## config.mk

```make
export PLATFORM = sky130hd
export DESIGN_NAME = alu_gcd_ctrl
export DESIGN_NICKNAME = d
export VERILOG_FILES = /design/src/rtl/alu_pkg.sv /design/src/rtl/alu_gcd_ctrl.sv
export SDC_FILE = /design/constraint.sdc
export NUM_CORES = 1
export LEC_CHECK = 0
export ABC_AREA = 1
export CAP_MARGIN = 40
export CORE_MARGIN = 10
export CORE_UTILIZATION = 55
export DETAILED_ROUTE_END_ITERATION = 10
export GPL_ROUTABILITY_DRIVEN = 0
export PLACE_DENSITY_LB_ADDON = 0.25
export RECOVER_POWER = 50
export SYNTH_ARGS = -nofsm -noshare
export SYNTH_HDL_FRONTEND = slang
export SYNTH_SLANG_ARGS = --single-unit
export TNS_END_PERCENT = 1
```

## constraint.sdc

```tcl
create_clock -name clk -period 4.75 [get_ports clk]
set_clock_uncertainty 0.2 [all_clocks]
set_input_delay 0.95 -clock clk [delete_from_list [all_inputs] [get_ports clk]]
set_output_delay 0.95 -clock clk [all_outputs]
set_load 0.1 [all_outputs]
```

## src/rtl/alu_pkg.sv

```systemverilog
// Constants shared between the ALU and its controllers: mode encoding, GCD sequencer states,
// default datapath width.
package alu_pkg;

    localparam int GCD_WIDTH = 16;

    localparam logic [2:0] BIGGER  = 3'd0;
    localparam logic [2:0] SMALLER = 3'd1;
    localparam logic [2:0] MODULO  = 3'd2;
    localparam logic [2:0] IDLE    = 3'd3;

    typedef enum logic [2:0] {
        S_IDLE       = 3'd0,
        S_SORT_BIG   = 3'd1,
        S_SORT_SMALL = 3'd2,
        S_CHECK      = 3'd3,
        S_MOD_START  = 3'd4,
        S_MOD_WAIT   = 3'd5,
        S_DONE       = 3'd6
    } gcd_state_e;

    function automatic logic [4:0] sat_inc5(input logic [4:0] v);
        return (v == 5'd31) ? v : v + 5'd1;
    endfunction

endpackage

```

## src/rtl/alu_gcd_ctrl.sv

```systemverilog
// Euclid GCD sequencer driving the shared ALU; all ALU-facing outputs are registered.
// state        | meaning
// S_IDLE       | waiting for start_i
// S_SORT_BIG   | ALU computes max(A,B), captured into BIG
// S_SORT_SMALL | ALU computes min(A,B), captured into SMALL
// S_CHECK      | SMALL==0 ends the loop, else launch a modulo
// S_MOD_START  | one-cycle modulo start pulse
// S_MOD_WAIT   | wait for ready rising edge or timeout
// S_DONE       | result held, valid pulsed on entry, new start accepted
module alu_gcd_ctrl
    import alu_pkg::*;
#(
    parameter int WIDTH   = GCD_WIDTH,
    parameter int TIMEOUT = 64
) (
    input  logic             clk,
    input  logic             rst,
    input  logic             start_i,
    input  logic [WIDTH-1:0] a_i,
    input  logic [WIDTH-1:0] b_i,
    output logic             busy_o,
    output logic             valid_o,
    output logic             error_o,
    output logic [WIDTH-1:0] result_o,
    output logic [4:0]       iter_o,
    output logic [2:0]       alu_mode_o,
    output logic [WIDTH-1:0] alu_op_a_o,
    output logic [WIDTH-1:0] alu_op_b_o,
    output logic             alu_mod_start_o,
    input  logic [WIDTH-1:0] alu_res_i,
    input  logic             alu_mod_ready_i
);

    localparam int TW = $clog2(TIMEOUT) + 1;
    localparam logic [TW-1:0] TMO_LAST = TW'(TIMEOUT - 1);

    gcd_state_e       state_q, state_d;
    logic [WIDTH-1:0] op_a_q, op_a_d, op_b_q, op_b_d;
    logic [WIDTH-1:0] big_q, big_d, small_q, small_d;
    logic [WIDTH-1:0] res_q, res_d;
    logic [2:0]       mode_q, mode_d;
    logic [4:0]       iter_q, iter_d;
    logic [TW-1:0]    tmo_q, tmo_d;
    logic             mod_start_q, mod_start_d;
    logic             busy_q, busy_d, valid_q, valid_d, err_q, err_d;
    logic             rdy_prev_q, rdy_prev_d;
    logic             mod_done;

    // Only a fresh rising edge of ready counts, so a level left high by the ALU cannot retrigger.
    assign mod_done = alu_mod_ready_i & ~rdy_prev_q;

    always_comb begin
        state_d     = state_q;
        op_a_d      = op_a_q;
        op_b_d      = op_b_q;
        big_d       = big_q;
        small_d     = small_q;
        res_d       = res_q;
        mode_d      = mode_q;
        iter_d      = iter_q;
        tmo_d       = tmo_q;
        err_d       = err_q;
        mod_start_d = 1'b0;
        rdy_prev_d  = alu_mod_ready_i;

        case (state_q)
            S_IDLE, S_DONE: begin
                mode_d = IDLE;
                if (start_i) begin
                    op_a_d  = a_i;
                    op_b_d  = b_i;
                    iter_d  = '0;
                    err_d   = 1'b0;
                    tmo_d   = '0;
                    mode_d  = BIGGER;
                    state_d = S_SORT_BIG;
                end
            end
            S_SORT_BIG: begin
                big_d   = alu_res_i;
                mode_d  = SMALLER;
                state_d = S_SORT_SMALL;
            end
            S_SORT_SMALL: begin
                small_d = alu_res_i;
                mode_d  = IDLE;
                state_d = S_CHECK;
            end
            S_CHECK: begin
                if (small_q == '0) begin
                    res_d   = big_q;
                    state_d = S_DONE;
                end else begin
                    op_a_d      = big_q;
                    op_b_d      = small_q;
                    mode_d      = MODULO;
                    mod_start_d = 1'b1;
                    state_d     = S_MOD_START;
                end
            end
            S_MOD_START: begin
                state_d = S_MOD_WAIT;
            end
            S_MOD_WAIT: begin
                if (mod_done) begin
                    big_d   = small_q;
                    small_d = alu_res_i;
                    iter_d  = sat_inc5(iter_q);
                    mode_d  = IDLE;
                    state_d = S_CHECK;
                end else if (tmo_q == TMO_LAST) begin
                    err_d   = 1'b1;
                    res_d   = '0;
                    mode_d  = IDLE;
                    state_d = S_DONE;
                end else begin
                    tmo_d = tmo_q + TW'(1);
                end
            end
            default: begin
                mode_d  = IDLE;
                state_d = S_IDLE;
            end
        endcase

        busy_d  = !(state_d inside {S_IDLE, S_DONE});
        valid_d = (state_d == S_DONE) && (state_q != S_DONE);
    end

    always_ff @(posedge clk or negedge rst) begin
        if (!rst) begin
            state_q     <= S_IDLE;
            op_a_q      <= '0;
            op_b_q      <= '0;
            big_q       <= '0;
            small_q     <= '0;
            res_q       <= '0;
            mode_q      <= IDLE;
            iter_q      <= '0;
            tmo_q       <= '0;
            err_q       <= 1'b0;
            mod_start_q <= 1'b0;
            busy_q      <= 1'b0;
            valid_q     <= 1'b0;
            rdy_prev_q  <= 1'b0;
        end else begin
            state_q     <= state_d;
            op_a_q      <= op_a_d;
            op_b_q      <= op_b_d;
            big_q       <= big_d;
            small_q     <= small_d;
            res_q       <= res_d;
            mode_q      <= mode_d;
            iter_q      <= iter_d;
            tmo_q       <= tmo_d;
            err_q       <= err_d;
            mod_start_q <= mod_start_d;
            busy_q      <= busy_d;
            valid_q     <= valid_d;
            rdy_prev_q  <= rdy_prev_d;
        end
    end

    assign busy_o          = busy_q;
    assign valid_o         = valid_q;
    assign error_o         = err_q;
    assign result_o        = res_q;
    assign iter_o          = iter_q;
    assign alu_mode_o      = mode_q;
    assign alu_op_a_o      = op_a_q;
    assign alu_op_b_o      = op_b_q;
    assign alu_mod_start_o = mod_start_q;

endmodule

```

==> key figures <==
Run status
  – Outcome: finished, violations left
  – Failing checks: max-capacitance violations, max-slew violations

Detailed routing
  – Number of remaining DRC errors: 0
  – Final wirelength: 14.5 mm
  – Initial DRC Count: 365
  – DRT antenna net count: 0
  – Vias per cell: 5.42
  – Routed WL per cell: 16.5 µm
  – Routed vias: 4767
  – Drt pass-1 iters: 8

Timing
  – Slew Limit Headroom: -0.129
  – RSZ-0062 raised after global routing: no
  – TNS Setup: 0 ns
  – Measured slew at the worst slew-check pin: 1.69 ns
  – Highest clock rate: 294 MHz
  – # setup viols final: 0
  – Min cycle time layout: 3.40 ns
  – Final Hold Viols: 0
  – Final Max Slew Viols: 68
  – Final worst path period share: 0.715

Critical path
  – Cell mode on critical path: nand2_1
  – CP Max Fanout: 37
  – Worst Path Required: 4.81 ns
  – Sequence of cells on the critical path: dlygate4sd3_1 > inv_1 > nand2_1 > nand4_1 > nand2_1 > nand2_1
  – FF-to-FF setup slack: 1.65 ns
  – Kind of end point of the critical path: flop
  – Slowest cell on the critical path: nand2_1
  – Type of origin of the critical path: input port
  – Critical Path AT: 3.45 ns
  – Worst stage delay on the critical path: 0.99 ns
  – Worst Setup Path Type: input port to flop

Finish
  – Share of cells above drive strength 1: 0.122
  – Diode count: 0
  – Filler cells: 566
  – Multi-input logic area: 1980 µm²
  – Layout area overhead: 42.9%
  – Commonest non-fill, non-tap cells in the layout: nand2_1, clkdlybuf4s50_1, dfrtp_1
  – Reg area: 2550 µm²
  – Finished Core Util: 0.813
  – Most common cell after layout, fill and taps aside: nand2_1
  – Final net count: 821

Global route
  – Vias in the first global route: 4762
  – First-pass GRT wire length: 23.7 mm
  – Largest net degree at the start of global routing: 68
  – Overall Global Routing Usage: 0.222
  – Grt ovf: 0
  – Initial antenna violation count: 0

Run
  – Maxcap violations: 1

Clock tree
  – Clk_lat worst skew: 0.36 ns
  – CTS H-tree lvls: 3
  – Number of buffers added for setup after CTS: 0
  – Clock Path Buffers: 2
  – CTS tree: done
  – # hold bufs at CTS: 0
  – TritonCTS Buffers: 9
  – Post-cts sizing count: 0
  – Reg clk slew, reported paths: 0.10 ns
  – # clock sinks: 102
  – Root buffer cell: clkbuf_8

Logic synthesis
  – Synth cell types: 31
  – Share of flip-flops with an asynchronous set or reset: 1.00
  – Compound-Gate Fraction of Synth Area: 0.121
  – Yosys warning count: 0
  – Post-synthesis simple-gate area fraction: 0.266
  – Synth Cell Area: 4990 µm²
  – Synth Net Count: 670
  – Seq cells post-synth: 102
  – Largest family of logic cells by synthesized area: simple AND/OR/NAND/NOR gates
  – Mapped Cells: 615
  – Mean Syn Cell Area: 8.11 µm²
  – Seq/Total Area, Yosys: 0.512
  – EDFF count, synth: 0
  – Multiplexer share of the synthesized area: 0
  – Post-synthesis xor/xnor area fraction: 0.00878
  – Commonest register cell after synthesis: dfrtp_1
  – Adder-Cell Fraction of Synth Area: 0.00753

Placement
  – HPWL Detailed: 10.8 mm
  – Buffers on Ports: 110

Floorplan
  – Die Area: 13300 µm²
  – Die W: 115 µm
  – Starting Density: 0.569
  – Core area: 8760 µm²
  – Die H: 115 µm
  – I/O pin count: 112
  – Core Rows: 34

Worst hold path
  – Hold Path Class: flop to flop
[cells in the mapped netlist, types with 3 or more instances]
library cell | number | area [µm²]
buf_6 | 8 | 90.1
inv_1 | 47 | 176
nand2_2 | 4 | 25.0
nand3_1 | 46 | 230
dfrtp_1 | 100 | 2500
buf_4 | 6 | 45.0
nand3_4 | 3 | 52.6
nor2_4 | 3 | 33.8
clkbuf_1 | 6 | 22.5
o21ai_0 | 56 | 280
o21ai_1 | 35 | 175
buf_2 | 13 | 65.1
nor3_1 | 3 | 15.0
xor2_1 | 4 | 35.0
nand2_1 | 218 | 818
ha_1 | 3 | 37.5
o211ai_1 | 16 | 120
inv_2 | 3 | 11.3
nor2_1 | 26 | 97.6
[layout make-up]
type                       count  share of cell area
sequential                   102               0.359
timing repair buffer         173               0.290
multi-input combinational    429               0.279
inverter                      51              0.0272
tap                          108              0.0190
clock buffer                  10              0.0179
clock inverter                 6             0.00878
[stage by stage]
stage / instances / setup slack (ns) / hold slack, ns / instance area [µm²]
after floorplan: 615 / 2.50 / 0.289 / 4990
after detailed placement: 863 / 1.61 / 0.260 / 6980
after global routing: 879 / 1.17 / 0.302 / 7120
after global placement: 801 / 1.58 / 0.255 / 6000
after CTS: 879 / 1.96 / 0.275 / 7170
final: 879 / 1.35 / 0.269 / 7120
[cell families (layout without fill, tap and decap cells)]
group	count (synthesis)	after routing
DFF	102	102
and+or+nand+nor	309	309
buffers and inverters	84	240
adders and majority gates	3	3
AOI/OAI and AO/OA	111	111
xor gates and xnor gates	5	5
other	1	1
[worst paths after layout]
path	startpoint	to	cells after the start
worst max-delay path	start_i	tmo_q[6]	6
max in group asynchronous	rst	result_o[12]	2
worst max register to register	state_q[0]	result_o[6]	7
worst min-delay path	alu_mode_o[1]	alu_mode_o[1]	2
min in group asynchronous	rst	tmo_q[3]	1
worst min register to register	alu_mode_o[1]	alu_mode_o[1]	2
[layer usage]
metal / wire length, µm / global-route usage
met4: 395 / 0.0883
met2: 7290 / 0.379
met3: 1070 / 0.0474
met5: 0 / 0
met1: 5710 / 0.267
[flip-flops by register name, indices dropped and copies added (netlist names), 2 cells and up]
name        cells
alu_mode_o      2
alu_op_a_o     16
alu_op_b_o     16
big_q          16
iter_o          5
result_o       16
small_q        16
state_q         3
tmo_q           7
[worst max-delay path: cells and delay by family]
| kind | cells | cell delay, ns |
|---|---|---|
| AND/OR/NAND/NOR | 4 | 1.86 |
| buffers and inverters | 2 | 0.64 |
Power is not shown: default switching activity piles up to over one toggle a cycle in this logic, so the estimate is an artifact.
